--- config.mk ---
export PLATFORM = sky130hd
export DESIGN_NAME = id_issue_stage
export DESIGN_NICKNAME = d
export VERILOG_FILES = /design/src/rtl/id_issue_stage.sv
export SDC_FILE = /design/constraint.sdc
export NUM_CORES = 1
export LEC_CHECK = 0
export ABC_AREA = 1
export BUFFER_PORTS_ARGS = -buffer_cell sky130_fd_sc_hd__buf_2
export CAP_MARGIN = 20
export CELL_PAD_IN_SITES_DETAIL_PLACEMENT = 1
export CELL_PAD_IN_SITES_GLOBAL_PLACEMENT = 1
export CORE_MARGIN = 2
export CORE_UTILIZATION = 38
export CTS_BUF_LIST = sky130_fd_sc_hd__clkbuf_8
export DETAILED_ROUTE_END_ITERATION = 8
export PLACE_DENSITY_LB_ADDON = 0.1
export SLEW_MARGIN = 20
export SYNTH_ARGS = -nofsm -noshare
export SYNTH_HDL_FRONTEND = slang
export SYNTH_SLANG_ARGS = --single-unit
--- constraint.sdc ---
create_clock -name clk_in -period 7.75 [get_ports clk_in]
set_input_delay 0.775 -clock clk_in [delete_from_list [all_inputs] [get_ports clk_in]]
set_output_delay 0.775 -clock clk_in [all_outputs]
set_load 0.005 [all_outputs]
--- src/rtl/id_issue_stage.sv ---
// RV32I integer decode/issue stage: decodes OP-IMM, OP, LUI and AUIPC, resolves operands through
// prioritised forwarding, stalls on load-use hazards and registers the result behind a valid/ready handshake.
module id_issue_stage #(
  parameter int XLEN    = 32,
  parameter int NUM_FWD = 2,
  parameter int CNT_W   = 16
) (
  input  logic                    clk_in,
  input  logic                    rst_in,
  input  logic                    flush_in,
  input  logic                    inValid_in,
  output logic                    inReady_out,
  input  logic [XLEN-1:0]         pc_in,
  input  logic [31:0]             inst_in,
  output logic                    reg1E_out,
  output logic                    reg2E_out,
  output logic [4:0]              reg1Idx_out,
  output logic [4:0]              reg2Idx_out,
  input  logic [XLEN-1:0]         reg1Data_in,
  input  logic [XLEN-1:0]         reg2Data_in,
  input  logic [NUM_FWD-1:0]      fwdRdE_in,
  input  logic [5*NUM_FWD-1:0]    fwdRdIdx_in,
  input  logic [XLEN*NUM_FWD-1:0] fwdRdData_in,
  input  logic                    exLoad_in,
  input  logic [4:0]              exLoadIdx_in,
  output logic                    outValid_out,
  input  logic                    outReady_in,
  output logic [XLEN-1:0]         pc_out,
  output logic                    instValid_out,
  output logic [3:0]              instIdx_out,
  output logic [1:0]              instType_out,
  output logic                    rdE_out,
  output logic [4:0]              rdIdx_out,
  output logic [XLEN-1:0]         rs1Data_out,
  output logic [XLEN-1:0]         rs2Data_out,
  output logic [XLEN-1:0]         imm_out,
  output logic [CNT_W-1:0]        stallCnt_out
);

  localparam logic [3:0] ID_NOP  = 4'd0;
  localparam logic [3:0] ID_ADD  = 4'd1;
  localparam logic [3:0] ID_SUB  = 4'd2;
  localparam logic [3:0] ID_SLL  = 4'd3;
  localparam logic [3:0] ID_SLT  = 4'd4;
  localparam logic [3:0] ID_SLTU = 4'd5;
  localparam logic [3:0] ID_XOR  = 4'd6;
  localparam logic [3:0] ID_SRL  = 4'd7;
  localparam logic [3:0] ID_SRA  = 4'd8;
  localparam logic [3:0] ID_OR   = 4'd9;
  localparam logic [3:0] ID_AND  = 4'd10;
  localparam logic [1:0] TYPE_NOP = 2'd0;
  localparam logic [1:0] TYPE_ALU = 2'd1;

  localparam logic [6:0] OPC_OPIMM = 7'b0010011;
  localparam logic [6:0] OPC_OP    = 7'b0110011;
  localparam logic [6:0] OPC_LUI   = 7'b0110111;
  localparam logic [6:0] OPC_AUIPC = 7'b0010111;

  logic [6:0] opcode, funct7;
  logic [2:0] funct3;
  logic [4:0] rd_f, rs1_f, rs2_f;
  assign opcode = inst_in[6:0];
  assign rd_f   = inst_in[11:7];
  assign funct3 = inst_in[14:12];
  assign rs1_f  = inst_in[19:15];
  assign rs2_f  = inst_in[24:20];
  assign funct7 = inst_in[31:25];

  logic            dec_valid, dec_r1e, dec_r2e, dec_rde, is_lui, is_auipc;
  logic [3:0]      dec_idx;
  logic [1:0]      dec_type;
  logic [XLEN-1:0] dec_imm, op1, op2, rs1_val, rs2_val;
  logic            hazard, can_load;

  logic            out_valid_q, out_valid_d, inst_valid_q, inst_valid_d, rd_e_q, rd_e_d;
  logic [XLEN-1:0] pc_q, pc_d, rs1_q, rs1_d, rs2_q, rs2_d, imm_q, imm_d;
  logic [3:0]      inst_idx_q, inst_idx_d;
  logic [1:0]      inst_type_q, inst_type_d;
  logic [4:0]      rd_idx_q, rd_idx_d;
  logic [CNT_W-1:0] stall_cnt_q, stall_cnt_d;

  // Youngest matching forwarding source wins; x0 is hard-wired to zero.
  function automatic logic [XLEN-1:0] resolve(
    input logic [4:0]              idx,
    input logic [XLEN-1:0]         rf,
    input logic [NUM_FWD-1:0]      fe,
    input logic [5*NUM_FWD-1:0]    fi,
    input logic [XLEN*NUM_FWD-1:0] fd
  );
    logic [XLEN-1:0] v;
    v = rf;
    for (int j = NUM_FWD - 1; j >= 0; j--) begin
      v = (fe[j] && (fi[5*j +: 5] == idx)) ? fd[XLEN*j +: XLEN] : v;
    end
    return (idx == 5'd0) ? {XLEN{1'b0}} : v;
  endfunction

  always_comb begin
    dec_valid = 1'b0;
    dec_idx   = ID_NOP;
    dec_type  = TYPE_NOP;
    dec_r1e   = 1'b0;
    dec_r2e   = 1'b0;
    dec_rde   = 1'b0;
    dec_imm   = {XLEN{1'b0}};
    is_lui    = 1'b0;
    is_auipc  = 1'b0;
    case (opcode)
      OPC_OPIMM: begin
        dec_valid = 1'b1;
        dec_r1e   = 1'b1;
        dec_imm   = {{(XLEN-12){inst_in[31]}}, inst_in[31:20]};
        case (funct3)
          3'b000: dec_idx = ID_ADD;
          3'b010: dec_idx = ID_SLT;
          3'b011: dec_idx = ID_SLTU;
          3'b100: dec_idx = ID_XOR;
          3'b110: dec_idx = ID_OR;
          3'b111: dec_idx = ID_AND;
          3'b001: begin
            dec_imm = {{(XLEN-5){1'b0}}, inst_in[24:20]};
            if (funct7 == 7'h00) dec_idx = ID_SLL;
            else                 dec_valid = 1'b0;
          end
          3'b101: begin
            dec_imm = {{(XLEN-5){1'b0}}, inst_in[24:20]};
            if (funct7 == 7'h00)      dec_idx = ID_SRL;
            else if (funct7 == 7'h20) dec_idx = ID_SRA;
            else                      dec_valid = 1'b0;
          end
          default: dec_valid = 1'b0;
        endcase
      end
      OPC_OP: begin
        dec_valid = 1'b1;
        dec_r1e   = 1'b1;
        dec_r2e   = 1'b1;
        if (funct7 == 7'h00) begin
          case (funct3)
            3'b000:  dec_idx = ID_ADD;
            3'b001:  dec_idx = ID_SLL;
            3'b010:  dec_idx = ID_SLT;
            3'b011:  dec_idx = ID_SLTU;
            3'b100:  dec_idx = ID_XOR;
            3'b101:  dec_idx = ID_SRL;
            3'b110:  dec_idx = ID_OR;
            3'b111:  dec_idx = ID_AND;
            default: dec_valid = 1'b0;
          endcase
        end else if (funct7 == 7'h20) begin
          case (funct3)
            3'b000:  dec_idx = ID_SUB;
            3'b101:  dec_idx = ID_SRA;
            default: dec_valid = 1'b0;
          endcase
        end else begin
          dec_valid = 1'b0;
        end
      end
      OPC_LUI, OPC_AUIPC: begin
        dec_valid = 1'b1;
        dec_idx   = ID_ADD;
        dec_imm   = {inst_in[31:12], 12'b0};
        is_lui    = (opcode == OPC_LUI);
        is_auipc  = (opcode == OPC_AUIPC);
      end
      default: dec_valid = 1'b0;
    endcase
    // Unsupported encodings must not read, write or stall anything.
    if (dec_valid) begin
      dec_type = TYPE_ALU;
      dec_rde  = (rd_f != 5'd0);
    end else begin
      dec_idx  = ID_NOP;
      dec_r1e  = 1'b0;
      dec_r2e  = 1'b0;
      dec_imm  = {XLEN{1'b0}};
      is_lui   = 1'b0;
      is_auipc = 1'b0;
    end
  end

  always_comb begin
    op1 = resolve(rs1_f, reg1Data_in, fwdRdE_in, fwdRdIdx_in, fwdRdData_in);
    op2 = resolve(rs2_f, reg2Data_in, fwdRdE_in, fwdRdIdx_in, fwdRdData_in);
    if (is_auipc)     rs1_val = pc_in;
    else if (dec_r1e) rs1_val = op1;
    else              rs1_val = {XLEN{1'b0}};
    rs2_val = dec_r2e ? op2 : dec_imm;
  end

  assign hazard = inValid_in && exLoad_in && (exLoadIdx_in != 5'd0) &&
                  ((dec_r1e && (rs1_f == exLoadIdx_in)) || (dec_r2e && (rs2_f == exLoadIdx_in)));
  assign can_load    = !out_valid_q || outReady_in;
  assign inReady_out = flush_in || (can_load && !hazard);
  assign reg1E_out   = dec_r1e;
  assign reg2E_out   = dec_r2e;
  assign reg1Idx_out = rs1_f;
  assign reg2Idx_out = rs2_f;

  always_comb begin
    out_valid_d  = out_valid_q;
    pc_d         = pc_q;
    inst_valid_d = inst_valid_q;
    inst_idx_d   = inst_idx_q;
    inst_type_d  = inst_type_q;
    rd_e_d       = rd_e_q;
    rd_idx_d     = rd_idx_q;
    rs1_d        = rs1_q;
    rs2_d        = rs2_q;
    imm_d        = imm_q;
    if (flush_in) begin
      out_valid_d = 1'b0;
    end else if (can_load && inValid_in && !hazard) begin
      out_valid_d  = 1'b1;
      pc_d         = pc_in;
      inst_valid_d = dec_valid;
      inst_idx_d   = dec_idx;
      inst_type_d  = dec_type;
      rd_e_d       = dec_rde;
      rd_idx_d     = rd_f;
      rs1_d        = rs1_val;
      rs2_d        = rs2_val;
      imm_d        = dec_imm;
    end else if (can_load) begin
      out_valid_d = 1'b0;
    end else begin
      out_valid_d = out_valid_q;
    end
    if (hazard && !flush_in && (stall_cnt_q != {CNT_W{1'b1}})) begin
      stall_cnt_d = stall_cnt_q + {{(CNT_W-1){1'b0}}, 1'b1};
    end else begin
      stall_cnt_d = stall_cnt_q;
    end
  end

  always_ff @(posedge clk_in or posedge rst_in) begin
    if (rst_in) begin
      out_valid_q  <= 1'b0;
      pc_q         <= {XLEN{1'b0}};
      inst_valid_q <= 1'b0;
      inst_idx_q   <= ID_NOP;
      inst_type_q  <= TYPE_NOP;
      rd_e_q       <= 1'b0;
      rd_idx_q     <= 5'd0;
      rs1_q        <= {XLEN{1'b0}};
      rs2_q        <= {XLEN{1'b0}};
      imm_q        <= {XLEN{1'b0}};
      stall_cnt_q  <= {CNT_W{1'b0}};
    end else begin
      out_valid_q  <= out_valid_d;
      pc_q         <= pc_d;
      inst_valid_q <= inst_valid_d;
      inst_idx_q   <= inst_idx_d;
      inst_type_q  <= inst_type_d;
      rd_e_q       <= rd_e_d;
      rd_idx_q     <= rd_idx_d;
      rs1_q        <= rs1_d;
      rs2_q        <= rs2_d;
      imm_q        <= imm_d;
      stall_cnt_q  <= stall_cnt_d;
    end
  end

  assign outValid_out  = out_valid_q;
  assign pc_out        = pc_q;
  assign instValid_out = inst_valid_q;
  assign instIdx_out   = inst_idx_q;
  assign instType_out  = inst_type_q;
  assign rdE_out       = rd_e_q;
  assign rdIdx_out     = rd_idx_q;
  assign rs1Data_out   = rs1_q;
  assign rs2Data_out   = rs2_q;
  assign imm_out       = imm_q;
  assign stallCnt_out  = stall_cnt_q;

endmodule

# == Yosys cells after proc, flatten, opt, wreduce, memory -nomap -nowiden ==
# Memory sizes are Yosys's and may differ from the RTL's.
# Cells that the tools add are included.
# classes
add_sub_neg,1
n_eq_ne,19
n_mux,40
bitwise,1
n_reduce_logical,32
# ops
operator,count
32-bit two-way mux,11
32-bit case mux with 2 select lines,1
4-bit case mux with 8 select lines,1
5-bit == test,6
7-bit by 6-bit == test with 1-bit output (second input constant),3
4-bit two-way mux,5
1-bit two-way mux,17
16-bit by 1-bit adder with 16-bit output (second input constant),1
16-bit != test (second input constant),1
7-bit by 5-bit == test with 1-bit output (second input constant),2
1-bit logical AND,14
3-bit == test (second input constant),4
4-bit case mux with 3 select lines,1
5-bit zero test,2
5-bit nonzero test,2
4-bit case mux with 2 select lines,1
2-bit OR reduction,4
7-bit zero test,1
3-bit by 2-bit == test with 1-bit output (second input constant),2
3-bit by 1-bit == test with 1-bit output (second input constant),1
1-bit zero test,3
3-bit zero test,1
1-bit logical OR,3
1-bit case mux with 3 select lines,1
other kinds (5),5
# totals
register_bits,158
rom_bits,32
in_bits,215
output_inout_bits,171
elab_cells,105
n_memories,1
# mem_list
name,depth,word_bits,read_ports,rd_ports_with_merged_regs,wr,line_no,text
(name not given),8,4,1,0,0,139,case (funct3)

# == Logic depth before layout (Yosys ltp) ==
# Gate-level depths: netlist of run 1.
# logic_depth
depth_word,14
mapped_depth,17

# == Worst setup path after synthesis of run 1 ==
# No wires, ideal clock.
# synth_timing
path_type,input port to output port
from,in inst_in[13]
to,out inReady_out
arrival_time_ps,2260
required_ps,6975
slack_ps,4715
cell_stages,15
path_cell_list,inv_1 > ha_1 > buf_2 > inv_1 > a21oi_1 > nand2_1 > nand2_1 > nand2_1 > nand3_2 > nand3_2 > nand2_2 > nand2_4 > clkbuf_1 > nand2_1 > nand2_1
# synth_between
elab_chain_len,13
word_cells_on_any_way,18
# synth_lines
element,line_no,text
start: declaration,14,"input logic [31:0] inst_in,"
3-bit == test / 3-bit zero test (equally long branches),"113, 151",
2-bit OR reduction (no source line),n/a,
1-bit two-way mux,151,case (funct3)
1-bit two-way mux,150,end else if (funct7 == 7'h20) begin
1-bit two-way mux,138,if (funct7 == 7'h00) begin
1-bit case mux with 3 select lines (*),108,case (opcode)
1-bit two-way mux,170,if (dec_valid) begin
1-bit logical AND,193,((dec_r1e && (rs1_f == exLoadIdx_in)) || (dec_r2e && (rs2_f == exLoadIdx_in)));
1-bit logical OR (*),193,
1-bit logical AND (*),192,assign hazard = inValid_in && exLoad_in && (exLoadIdx_in != 5'd0) &&
1-bit zero test (*),195,assign inReady_out = flush_in || (can_load && !hazard);
1-bit logical AND (*),195,
1-bit logical OR (*),195,
end: declaration,12,"output logic inReady_out,"
# Mark *: on every way between the ends. The rest lies on a longest branch, timed or not.

# == Worst setup path after layout of run 1 ==
# layout_timing
from,in inst_in[13]
to,"reg rs1_q[5], in the netlist rs1Data_out[5]"
# layout_between
elab_chain_len,13
word_cells_on_any_way,21
# layout_lines
element,line_no,text
3-bit == test / 3-bit zero test (equally long branches),"113, 151",
2-bit OR reduction (no source line),n/a,
1-bit two-way mux,151,
1-bit two-way mux,150,
1-bit two-way mux,138,
1-bit case mux with 3 select lines (*),108,
1-bit two-way mux,170,
1-bit logical AND,193,
1-bit logical OR,193,
1-bit logical AND,192,
1-bit zero test,214,end else if (can_load && inValid_in && !hazard) begin
1-bit logical AND,214,
2-bit AND reduction (no source line),n/a,
end signal: assignment,246,rs1_q <= {XLEN{1'b0}};
end signal: assignment,258,rs1_q <= rs1_d;
end: declaration,76,"logic [XLEN-1:0] pc_q, pc_d, rs1_q, rs1_d, rs2_q, rs2_d, imm_q, imm_d;"
# Marked as above.
# A chain may end at the register's enable or synchronous reset.

==> flow_summary_export.csv, run 1 <==
group,metric,value,unit
global_routing,globalRouteTotalUtil,0.329,
cts,clock_sink_count,156,
cts,clk_path_buf_depth,2,
sta,fin_crit_sh,0.578,
floorplanning,design.core.area,27000,µm²
routing,avgViaCountPerCell,5.70,
logic_synthesis,synth.distinct_cells,35,
routing,detail-route-antenna-nets,0,
critical_path,crit_path_dat,4.83,ns
routing,drc,0,
cts,clk_transition_reported_paths,0.10,ns
critical_path,worst-r2r-setup-slack,5.21,ns
global_routing,grt_max_degree,101,
cts,post_cts_sizing_count,0,
floorplanning,floorplan.die.height,170,µm
floorplanning,rows,60,
pwr,leakagePower,0.00742,µW
logic_synthesis,cell_type_with_the_largest_total_area_after_synthesis,"sky130_fd_sc_hd__dfrtp_1",
logic_synthesis,yosys-top-cells-area,"sky130_fd_sc_hd__dfrtp_1 (37%), sky130_fd_sc_hd__nand2_1 (20%), sky130_fd_sc_hd__nand4_1 (14%)",
critical_path,critical-path-max-stage-delay,0.85,ns
cts,clockRootBuffer,"sky130_fd_sc_hd__clkbuf_8",
global_routing,global_route_wire_length_before_repair,72400,µm
placed_design,numPortBuffers,384,
sta,finalClockSkew,0.0212,ns
critical_path,crit_path_cell_trace,"buf_2, inv_1, ha_1, inv_1, a21oi_1, nand2_1, nand2_1, nand2_1, nand3_2, nand3_2, nand2_2, nand2_4, nand3_4, buf_4, nand2_1, nand2_1",
logic_synthesis,synth_cells,1541,
sta,worst_slew_margin_rel,0.349,
critical_path,worstReg2RegEnd,"stallCnt_out[1]",
placed_design,hpwlAfterDp,35500,µm
critical_path,worst_ep_required_time,8.10,ns
sta,unrepaired_setup_endpoints_after_global_routing,"no",
routing,route.detailed.wl_per_inst,21.8,µm
critical_path,worstPathMaxFanout,74,
routing,wirelength,47900,µm
critical_path,capturing_element_type_of_the_critical_path,"flip-flop",
sta,final_max_slew_viol_count,0,
logic_synthesis,synth_edf_count,0,
run_status,status,"finished clean",
cells_and_area,stdcell_area,12700,µm²
run,drv_cap,0,
critical_path,critical_path.slowest_cell,"sky130_fd_sc_hd__nand3_4",
min_path,min_from,"rdE_out",
floorplanning,initial_core_util,0.386,
logic_synthesis,most_frequently_used_cell_type_in_the_post_synthesis_netlist,"sky130_fd_sc_hd__nand2_1",
cells_and_area,nets,2054,
critical_path,critical-path-top-cell-by-count,"sky130_fd_sc_hd__nand2_1",
cells_and_area,fillers,3682,
logic_synthesis,portion_of_the_post_synthesis_area_used_by_sequential_elements,0.375,
floorplanning,chipWidth,170,µm
critical_path,worst_setup_path_start_kind,"input pin",
sta,tns,0,ns
sta,final_critical_path_setup_slack,3.27,ns
logic_synthesis,netlist.area_leader.share,0.375,
sta,setup_violations,0,
pwr,peakVddDrop,0.0000965,V
sta,worst_pin_slew,0.976,ns
cts,ctsHtreeMaxLevel,4,
global_routing,antenna_found_initial,11,
min_path,timing.hold.worst_path_depth,2,
cells_and_area,layout-drive-gt1-share,0.268,
logic_synthesis,synth.top_cells.by_count,"sky130_fd_sc_hd__nand2_1 (542), sky130_fd_sc_hd__nand4_1 (226), sky130_fd_sc_hd__dfrtp_1 (156)",
cells_and_area,area.growth.synth_to_final,22.1,%
min_path,min_to,"rdE_out",
logic_synthesis,ys_ff_latch,156,
logic_synthesis,synth_flop_cell,"sky130_fd_sc_hd__dfrtp_1",
critical_path,cp.buffers_inverters,4,
cts,cts_setup_buffers,0,
cts,source_to_sink_clock_delay_at_the_later_pin_of_the_worst_skew_pair,0.47,ns
cts,cts-buffers-inserted,17,
global_routing,gr-total-overflow,0,
logic_synthesis,netlist_area,10400,µm²
logic_synthesis,synth.avg_cell_area,6.76,µm²
cts,cts_tree,"yes",
critical_path,timing.reg2reg.worst_path_depth,8,
sta,final-hold-violation-count,0,
sta,timing.fmax,223,MHz
sta,final.min_clock_period,4.48,ns
critical_path,critical-path-top-delay-family,"simple AND/OR/NAND/NOR gates",
min_path,hold_path.class,"reg -> reg",
floorplanning,io_pins,386,
logic_synthesis,yosys_warnings,0,
global_routing,grt_pass1_vias,12500,
routing,vias,12500,
critical_path,worstSetupPathType,"in -> reg",
critical_path,regToRegStartpoint,"stallCnt_out[0]",
pwr,power_per_cell_area,146,nW/µm²
placed_design,postPlaceCellArea,12300,µm²
placed_design,dpl_worst_slack,2.80,ns
routing,detailedRoute.firstIterationViolations,1072,
cts,cts_hold_repair.buffers,0,
logic_synthesis,synthArstFlopShare,1.00,
floorplanning,dieArea,28800,µm²
logic_synthesis,syn-num-nets,1763,
routing,detailed_router_iteration_count_before_antenna_repair,5,
placed_design,finalWeightedCongestion,0.945,
[layout by cell type, fill, tap and decap left out, drive strengths merged, types with 3 or more instances in the layout]
master / count
nor2: 100
nand3: 123
a21oi: 9
inv: 105
nand2: 544
or2: 32
nor4: 3
o211ai: 3
ha: 7
diode: 7
buf: 404
o21ai: 75
xor2: 11
clkbuf: 17
nand4: 226
dfrtp: 156
xnor2: 3
nor3: 15
[stage by stage]
step           cells  hold slack (ns)  total power [µW]   util
3_3_place_gp    2154            0.451              1230  0.457
5_1_grt         2192            0.502              1940  0.472
6_report        2193            0.475              1860  0.472
2_1_floorplan   1541            0.465              1050      -
3_5_place_dp    2154            0.454              1230  0.457
4_1_cts         2186            0.480              1870  0.471
[power breakdown]
group,internal (µW),switching [µW]
combinational,116,236
clock,242,396
sequential,847,21.2
total,1200,652
[cells by family (layout without fill, tap and decap cells)]
| group | Yosys count | count (layout) | synth area share |
|---|---|---|---|
| buf+inv | 226 | 530 | 0.0971 |
| fa+ha+maj | 7 | 7 | 0.00841 |
| compound gates | 91 | 91 | 0.0454 |
| simple gates | 1046 | 1046 | 0.462 |
| other cells | 1 | 8 | 0.000360 |
| flops | 156 | 156 | 0.375 |
| xor+xnor | 14 | 14 | 0.0118 |
[metal layers]
layer | vias up | track usage | routed length (µm)
met5 | - | 0 | 67
met4 | 10 | 0.138 | 1900
met3 | 98 | 0.0683 | 3350
li1 | 5741 | - | -
met1 | 6134 | 0.417 | 19700
met2 | 517 | 0.545 | 22900
[area by class of cell]
class                   count  area, µm²  area share
diodes                      7       17.5     0.00138
repair buffers            404       2070       0.163
flip-flops and latches    156       3900       0.307
clock inverters            15        149      0.0117
multi-input cells        1159       5560       0.437
inverters                  94        358      0.0281
well taps                 341        427      0.0335
clock buffers              17        234      0.0184
[worst min-delay path, cell delays in order (launching register included)]
cell,delay [ns]
sky130_fd_sc_hd__dfrtp_1,0.35
sky130_fd_sc_hd__nand2_1,0.05
sky130_fd_sc_hd__nand2_1,0.04
[registers in the layout, indices dropped and copies added (netlist names)]
| signal | count |
|---|---|
| stallCnt_out | 16 |
| rdE_out | 1 |
| imm_out | 32 |
| rs1Data_out | 32 |
| pc_out | 32 |
| instIdx_out | 4 |
| instValid_out | 1 |
| outValid_out | 1 |
| rdIdx_out | 5 |
| rs2Data_out | 32 |
[worst max path at each step]
stage,start,endpoint,cells past startpoint
2_1_floorplan,rst_in,imm_out[0],1
3_3_place_gp,inst_in[13],rs1Data_out[17],16
3_5_place_dp,inst_in[13],pc_out[3],16
4_1_cts,inst_in[13],pc_out[3],16
5_1_grt,inst_in[13],rs1Data_out[0],16
6_report,inst_in[13],rs1Data_out[5],16
Power figures use the tool's default switching activity.
==> inputs of run 2 (changes only) <==
--- a/config.mk
+++ b/config.mk
@@ -5,7 +5,7 @@
 export SDC_FILE = /design/constraint.sdc
 export NUM_CORES = 1
 export LEC_CHECK = 0
-export ABC_AREA = 1
+export ABC_AREA = 0
 export BUFFER_PORTS_ARGS = -buffer_cell sky130_fd_sc_hd__buf_2
 export CAP_MARGIN = 20
 export CELL_PAD_IN_SITES_DETAIL_PLACEMENT = 1
==> constraint.sdc (replaced) <==
create_clock -name clk_in -period 4.54 [get_ports clk_in]
set_input_delay 0.454 -clock clk_in [delete_from_list [all_inputs] [get_ports clk_in]]
set_output_delay 0.454 -clock clk_in [all_outputs]
set_load 0.005 [all_outputs]
==> run 2 against run 1 <==
Clock-buffer cell count did not move. Sequential share of layout area grew 2.0 points. Largest cell class unchanged. Flip-flop and latch count did not move. Clock power increased by 77%. Sequential power increased by 79%. Area after synthesis down 9.5%. Die area fell by 9.3%. Combinational power increased by 89%. Critical path type unchanged. Final area down 6.0%. Via count is 32% lower. Non-clock buffer count decreased by 2.
==> flow_summary_export.csv, run 2 <==
group,metric,value,unit
run_status,status,"finished clean",
cts,cts_tree,"yes",
critical_path,critical-path-top-cell-by-count,"sky130_fd_sc_hd__or2_2",
floorplanning,floorplan.die.height,161,µm
logic_synthesis,synthArstFlopShare,1.00,
cts,cts-buffers-inserted,17,
cts,clk_path_buf_depth,2,
cts,cts_setup_buffers,0,
logic_synthesis,ys_ff_latch,156,
floorplanning,design.core.area,24300,µm²
pwr,power_report.internal_total,2300,µW
critical_path,worstPathMaxFanout,31,
sta,final-hold-violation-count,0,
logic_synthesis,netlist_area,9420,µm²
cts,cts_hold_repair.buffers,0,
cts,clock_sink_count,156,
sta,unrepaired_setup_endpoints_after_global_routing,"no",
sta,final.min_clock_period,3.26,ns
critical_path,worst_ep_required_time,4.88,ns
routing,vias,8452,
logic_synthesis,portion_of_the_post_synthesis_area_used_by_sequential_elements,0.414,
routing,detailed_router_iteration_count_before_antenna_repair,4,
routing,met3_wirelength,2250,µm
pwr,power_frac_comb,0.198,
global_routing,global_route_wire_length_before_repair,55000,µm
critical_path,crit_path_cell_trace,"buf_2, inv_1, ha_1, a21bo_2, or2_2, a41oi_2, o22ai_4, or2_2, buf_4, o31a_1",
global_routing,grt_pass1_vias,8942,
pwr,power_per_cell_area,280,nW/µm²
logic_synthesis,yosys_warnings,0,
sta,fin_crit_sh,0.717,
cts,clockRootBuffer,"sky130_fd_sc_hd__clkbuf_8",
logic_synthesis,synth.avg_cell_area,10.8,µm²
pwr,power.share.clock,0.338,
routing,topRoutingLayerUsed,"met5",
pwr,peakVddDrop,0.000184,V
sta,setup_violations,0,
critical_path,capturing_element_type_of_the_critical_path,"flip-flop",
sta,timing.fmax,307,MHz
routing,wirelength,36500,µm
logic_synthesis,cell_type_with_the_largest_total_area_after_synthesis,"sky130_fd_sc_hd__dfrtp_1",
cells_and_area,most_common_cell_after_layout_fill_and_taps_aside,"sky130_fd_sc_hd__buf_2",
cells_and_area,register_area,3900,µm²
global_routing,globalRouteTotalUtil,0.279,
logic_synthesis,netlist.area_leader.share,0.414,
floorplanning,rows,57,
routing,avgViaCountPerCell,5.46,
sta,final_max_slew_viol_count,0,
routing,met2RoutedLength,17800,µm
logic_synthesis,most_frequently_used_cell_type_in_the_post_synthesis_netlist,"sky130_fd_sc_hd__dfrtp_1",
pwr,total_power_draw,3340,µW
cts,source_to_sink_clock_delay_at_the_later_pin_of_the_worst_skew_pair,0.46,ns
sta,worst_pin_slew,1.01,ns
logic_synthesis,synth_flop_cell,"sky130_fd_sc_hd__dfrtp_1",
cts,ctsHtreeMaxLevel,4,
cells_and_area,layout-drive-gt1-share,0.452,
global_routing,antenna_found_initial,4,
logic_synthesis,yosys-top-cells-area,"sky130_fd_sc_hd__dfrtp_1 (41%), sky130_fd_sc_hd__mux2_4 (9.6%), sky130_fd_sc_hd__mux2i_1 (6.6%)",
logic_synthesis,synth.top_cells.by_count,"sky130_fd_sc_hd__dfrtp_1 (156), sky130_fd_sc_hd__mux2i_1 (62), sky130_fd_sc_hd__mux2_4 (60)",
routing,drc,0,
routing,detailedRoute.firstIterationViolations,538,
floorplanning,io_pins,386,
cells_and_area,fillers,2835,
logic_synthesis,synth_cells,876,
routing,route.detailed.wl_per_inst,23.6,µm
pwr,power_switching,1040,µW
critical_path,critical-path-max-stage-delay,0.64,ns
cts,clk_transition_reported_paths,0.10,ns
critical_path,worst_setup_path_start_kind,"input pin",
critical_path,critical_path.slowest_cell,"sky130_fd_sc_hd__or2_2",
global_routing,gr-total-overflow,0,
sta,finalClockSkew,0.0169,ns
cells_and_area,total_area_of_multi_input_combinational_cells,5080,µm²
floorplanning,dieArea,26100,µm²
logic_synthesis,syn-num-nets,1098,
min_path,hold_path.class,"in -> async",
pwr,switching_share,0.312,
logic_synthesis,synth_edf_count,0,
cells_and_area,nets,1431,
pwr,leakagePower,0.00607,µW
placed_design,hpwlAfterDp,27500,µm
run,drv_cap,0,
global_routing,grt_max_degree,157,
floorplanning,initial_core_util,0.387,
pwr,power.share.sequential,0.463,
cells_and_area,most-common-layout-cells,"sky130_fd_sc_hd__buf_2 (384), sky130_fd_sc_hd__dfrtp_1 (156), sky130_fd_sc_hd__mux2i_1 (62), sky130_fd_sc_hd__mux2_4 (60), sky130_fd_sc_hd__nand2_1 (45)",
placed_design,finalWeightedCongestion,0.876,
cells_and_area,area.growth.synth_to_final,26.9,%
critical_path,crit_path_dat,3.60,ns
floorplanning,chipWidth,161,µm
critical_path,worstSetupPathType,"in -> reg",
routing,detail-route-antenna-nets,0,
sta,tns,0,ns
sta,worst_slew_margin_rel,0.327,
logic_synthesis,synth.distinct_cells,59,
routing,detail_route.wirelength.met1,15700,µm
placed_design,numPortBuffers,384,
cts,post_cts_sizing_count,0,
==> run 2: cell types whose count changed after synthesis, sizes merged, moves of 55 or more <==
cell,before,now
inv,94,10
mux2,0,102
mux2i,0,62
nand2,544,45
nand3,123,23
nand4,226,36
nor2,100,45
==> run 2: through the flow <==
step                std cells  worst slack (ns)  hold WS [ns]  utilization  cell area, µm²
floorplan                 876              1.74         0.481            -            9430
global placement         1514             0.876         0.478        0.474           11500
detailed placement       1514             0.801         0.488        0.474           11500
CTS                      1546              1.30         0.192        0.492           12000
global route             1548              1.11         0.192        0.492           12000
finish                   1548              1.28         0.226        0.492           12000
==> run 2: logic make-up (layout without fill, tap and decap cells) <==
kind of cell | after synthesis | after routing | synth area share
multiplexers | 164 | 164 | 0.212
XOR/XNOR | 41 | 41 | 0.0381
buffers and inverters | 98 | 444 | 0.0521
AO/OA/AOI/OAI | 197 | 197 | 0.159
AND/OR/NAND/NOR | 212 | 212 | 0.116
other | 1 | 3 | 0.000398
adder cells (fa/ha/maj) | 7 | 7 | 0.00929
flip-flops | 156 | 156 | 0.414
==> run 2: routing by layer <==
layer  GRT usage  vias up
met5           0        -
met4      0.0726        2
met3      0.0637       34
li1            -     3898
met2       0.462      284
met1       0.368     4234
==> run 2: final timing paths <==
path                            cells after the start       startpoint               to  slack [ns]
worst max-delay path                               10      inst_in[13]   rs2Data_out[9]        1.28
worst min-delay path                                3           rst_in       pc_out[23]        0.23
worst max register to register                      6     outValid_out   rs2Data_out[9]        2.24
worst min register to register                      1  stallCnt_out[9]  stallCnt_out[9]        0.50
max in group asynchronous                           3           rst_in   instIdx_out[1]        3.65
min in group clk_in                                 2       inst_in[8]     rdIdx_out[1]        0.23
==> run 2: layout make-up <==
class	count	share of cell area
Antenna cell	2	0.000418
Clock buffer	17	0.0196
Clock inverter	15	0.0162
Inverter	10	0.00345
Multi-Input combinational cell	622	0.425
Sequential cell	156	0.326
Tap cell	324	0.0339
Timing Repair Buffer	402	0.175
==> run 2: power by group through the flow <==
| stage | combinational, µW | clock [µW] | sequential [µW] |
|---|---|---|---|
| after CTS | 670 | 1170 | 1550 |
| after detailed placement | 669 | 0 | 1570 |
| final | 664 | 1130 | 1550 |
| after global routing | 717 | 1220 | 1570 |
| after floorplan | 330 | 0 | 1580 |
| after global placement | 654 | 0 | 1580 |
==> run 2: critical path: cells and delay by family <==
family          cells  cell delay [ns]
compound gates      4             1.32
simple gates        2             0.96
buf+inv             3             0.57
fa+ha+maj           1             0.27
==> inputs of run 3 (changes only) <==
--- a/config.mk
+++ b/config.mk
@@ -11,7 +11,7 @@
 export CELL_PAD_IN_SITES_DETAIL_PLACEMENT = 1
 export CELL_PAD_IN_SITES_GLOBAL_PLACEMENT = 1
 export CORE_MARGIN = 2
-export CORE_UTILIZATION = 38
+export CORE_UTILIZATION = 34
 export CTS_BUF_LIST = sky130_fd_sc_hd__clkbuf_8
 export DETAILED_ROUTE_END_ITERATION = 8
 export PLACE_DENSITY_LB_ADDON = 0.1
==> constraint.sdc (replaced) <==
create_clock -name clk_in -period 2.91 [get_ports clk_in]
set_input_delay 0.291 -clock clk_in [delete_from_list [all_inputs] [get_ports clk_in]]
set_output_delay 0.291 -clock clk_in [all_outputs]
set_load 0.005 [all_outputs]
==> run 3 against run 2 <==
The flow now finishes with violations (hold timing). Critical path depth fell by 2. Combinational power rose by 61%. Clock power rose by 72%. Sequential share of layout area fell by 0.93 points. Cell count rose by 4.6%. Clock skew fell by 0.0033 ns. Via count rose by 1.3%. Largest power group unchanged.
==> flow_summary_export.csv, run 3 (synthesis gave the netlist of run 2 again) <==
group,metric,value,unit
routing,detailed_router_iteration_count_before_antenna_repair,4,
routing,detailedRoute.firstIterationViolations,596,
floorplanning,dieArea,29100,µm²
routing,avgViaCountPerCell,5.29,
pwr,peakVddDrop,0.000316,V
critical_path,capturing_element_type_of_the_critical_path,"output pin",
critical_path,worstSetupPathType,"in -> out",
critical_path,worstReg2RegEnd,"stallCnt_out[1]",
run,drv_cap,0,
floorplanning,initial_core_util,0.348,
pwr,power_per_cell_area,441,nW/µm²
placed_design,finalWeightedCongestion,0.862,
global_routing,globalRouteTotalUtil,0.266,
sta,timing.fmax,376,MHz
sta,final_max_slew_viol_count,0,
critical_path,crit_path_dat,2.37,ns
sta,fin_crit_sh,0.915,
sta,fin_worst_hold_slack,-0.106,ns
placed_design,hpwlAfterDp,29200,µm
floorplanning,floorplan.die.height,170,µm
cells_and_area,area.growth.synth_to_final,30.6,%
cts,clk_transition_reported_paths,0.11,ns
cts,post_cts_sizing_count,0,
routing,detail-route-antenna-nets,0,
sta,finalClockSkew,0.0135,ns
floorplanning,chipWidth,170,µm
floorplanning,io_pins,386,
sta,tns,0,ns
pwr,leakagePower,0.00624,µW
sta,unrepaired_setup_endpoints_after_global_routing,"no",
cts,cts_hold_repair.buffers,0,
critical_path,regToRegStartpoint,"stallCnt_out[6]",
sta,worst_pin_slew,1.15,ns
cts,clock_sink_count,156,
routing,drc,0,
critical_path,worst_setup_path_start_kind,"input pin",
floorplanning,rows,60,
run_status,failed_checks,"hold timing",
min_path,hold_path.class,"in -> async",
cts,clockRootBuffer,"sky130_fd_sc_hd__clkbuf_8",
cells_and_area,most-common-layout-cells,"sky130_fd_sc_hd__buf_2 (384), sky130_fd_sc_hd__dfrtp_1 (156), sky130_fd_sc_hd__mux2i_1 (62), sky130_fd_sc_hd__mux2_4 (60), sky130_fd_sc_hd__nand2_1 (45)",
cts,cts_tree,"yes",
sta,final-hold-violation-count,14,
cts,ctsHtreeMaxLevel,4,
sta,final.min_clock_period,2.66,ns
critical_path,worstPathMaxFanout,24,
global_routing,grt_pass1_vias,8977,
cts,cts-buffers-inserted,17,
critical_path,timing.reg2reg.worst_path_depth,7,
critical_path,worst-r2r-setup-slack,0.89,ns
global_routing,gr-total-overflow,0,
critical_path,worst_ep_required_time,2.62,ns
sta,worst_slew_margin_rel,0.230,
cells_and_area,layout-drive-gt1-share,0.461,
global_routing,antenna_found_initial,5,
global_routing,global_route_wire_length_before_repair,57400,µm
cts,clk_path_buf_depth,2,
floorplanning,design.core.area,27100,µm²
global_routing,grt_max_degree,157,
cts,source_to_sink_clock_delay_at_the_later_pin_of_the_worst_skew_pair,0.46,ns
sta,setup_violations,0,
cells_and_area,nets,1452,
placed_design,numPortBuffers,384,
routing,wirelength,38600,µm
routing,vias,8564,
routing,route.detailed.wl_per_inst,23.9,µm
run_status,status,"finished with violations",
cells_and_area,most_common_cell_after_layout_fill_and_taps_aside,"sky130_fd_sc_hd__buf_2",
cts,cts_setup_buffers,0,
## run 3: cell type report
type                            count  area (µm²)
Fill cell                        3129       14800
Multi-Input combinational cell    622        5080
Sequential cell                   156        3900
Timing Repair Buffer              423        2350
Tap cell                          372         465
Clock buffer                       17         234
Clock inverter                     15         220
Inverter                           10        41.3
Antenna cell                        4        10.0
## run 3: stage by stage
stage | area [µm²] | power [µW] | cells | worst slack (ns) | utilization
floorplan | 9430 | 2980 | 876 | 0.355 | -
global placement | 11800 | 3520 | 1583 | 0.163 | 0.437
detailed placement | 11800 | 3540 | 1583 | 0.106 | 0.437
CTS | 12300 | 5510 | 1615 | 0.239 | 0.454
global route | 12300 | 5690 | 1619 | 0.152 | 0.454
finish | 12300 | 5430 | 1619 | 0.248 | 0.454
## run 3: how the worst max path moves through the flow
stage | start | end | slack (ns) | cells after the start
floorplan | inst_in[24] | rdIdx_out[4] | 0.35 | 9
global placement | inst_in[24] | pc_out[31] | 0.16 | 8
detailed placement | inst_in[24] | pc_out[31] | 0.11 | 8
CTS | inst_in[24] | inReady_out | 0.24 | 8
global route | inst_in[24] | inReady_out | 0.15 | 8
finish | inst_in[24] | inReady_out | 0.25 | 8
## run 3: worst max-delay path: stages
cell	delay, ns
sky130_fd_sc_hd__buf_2	0.14
sky130_fd_sc_hd__xor2_1	0.16
sky130_fd_sc_hd__or4_1	0.52
sky130_fd_sc_hd__or4_4	0.46
sky130_fd_sc_hd__o22ai_4	0.23
sky130_fd_sc_hd__buf_4	0.30
sky130_fd_sc_hd__o21ai_0	0.13
sky130_fd_sc_hd__buf_2	0.14
## run 3: report_power, final
group	internal (µW)	switching, µW	leakage (µW)	total, µW
combinational	540	532	0.00399	1070
clock	903	1030	0.000229	1940
sequential	2330	94.5	0.00202	2420
## run 3: metal layers
metal,global-route usage,part of all wire
met5,0,0.00034
met1,0.358,0.45
met2,0.432,0.47
met3,0.0647,0.063
met4,0.0624,0.015
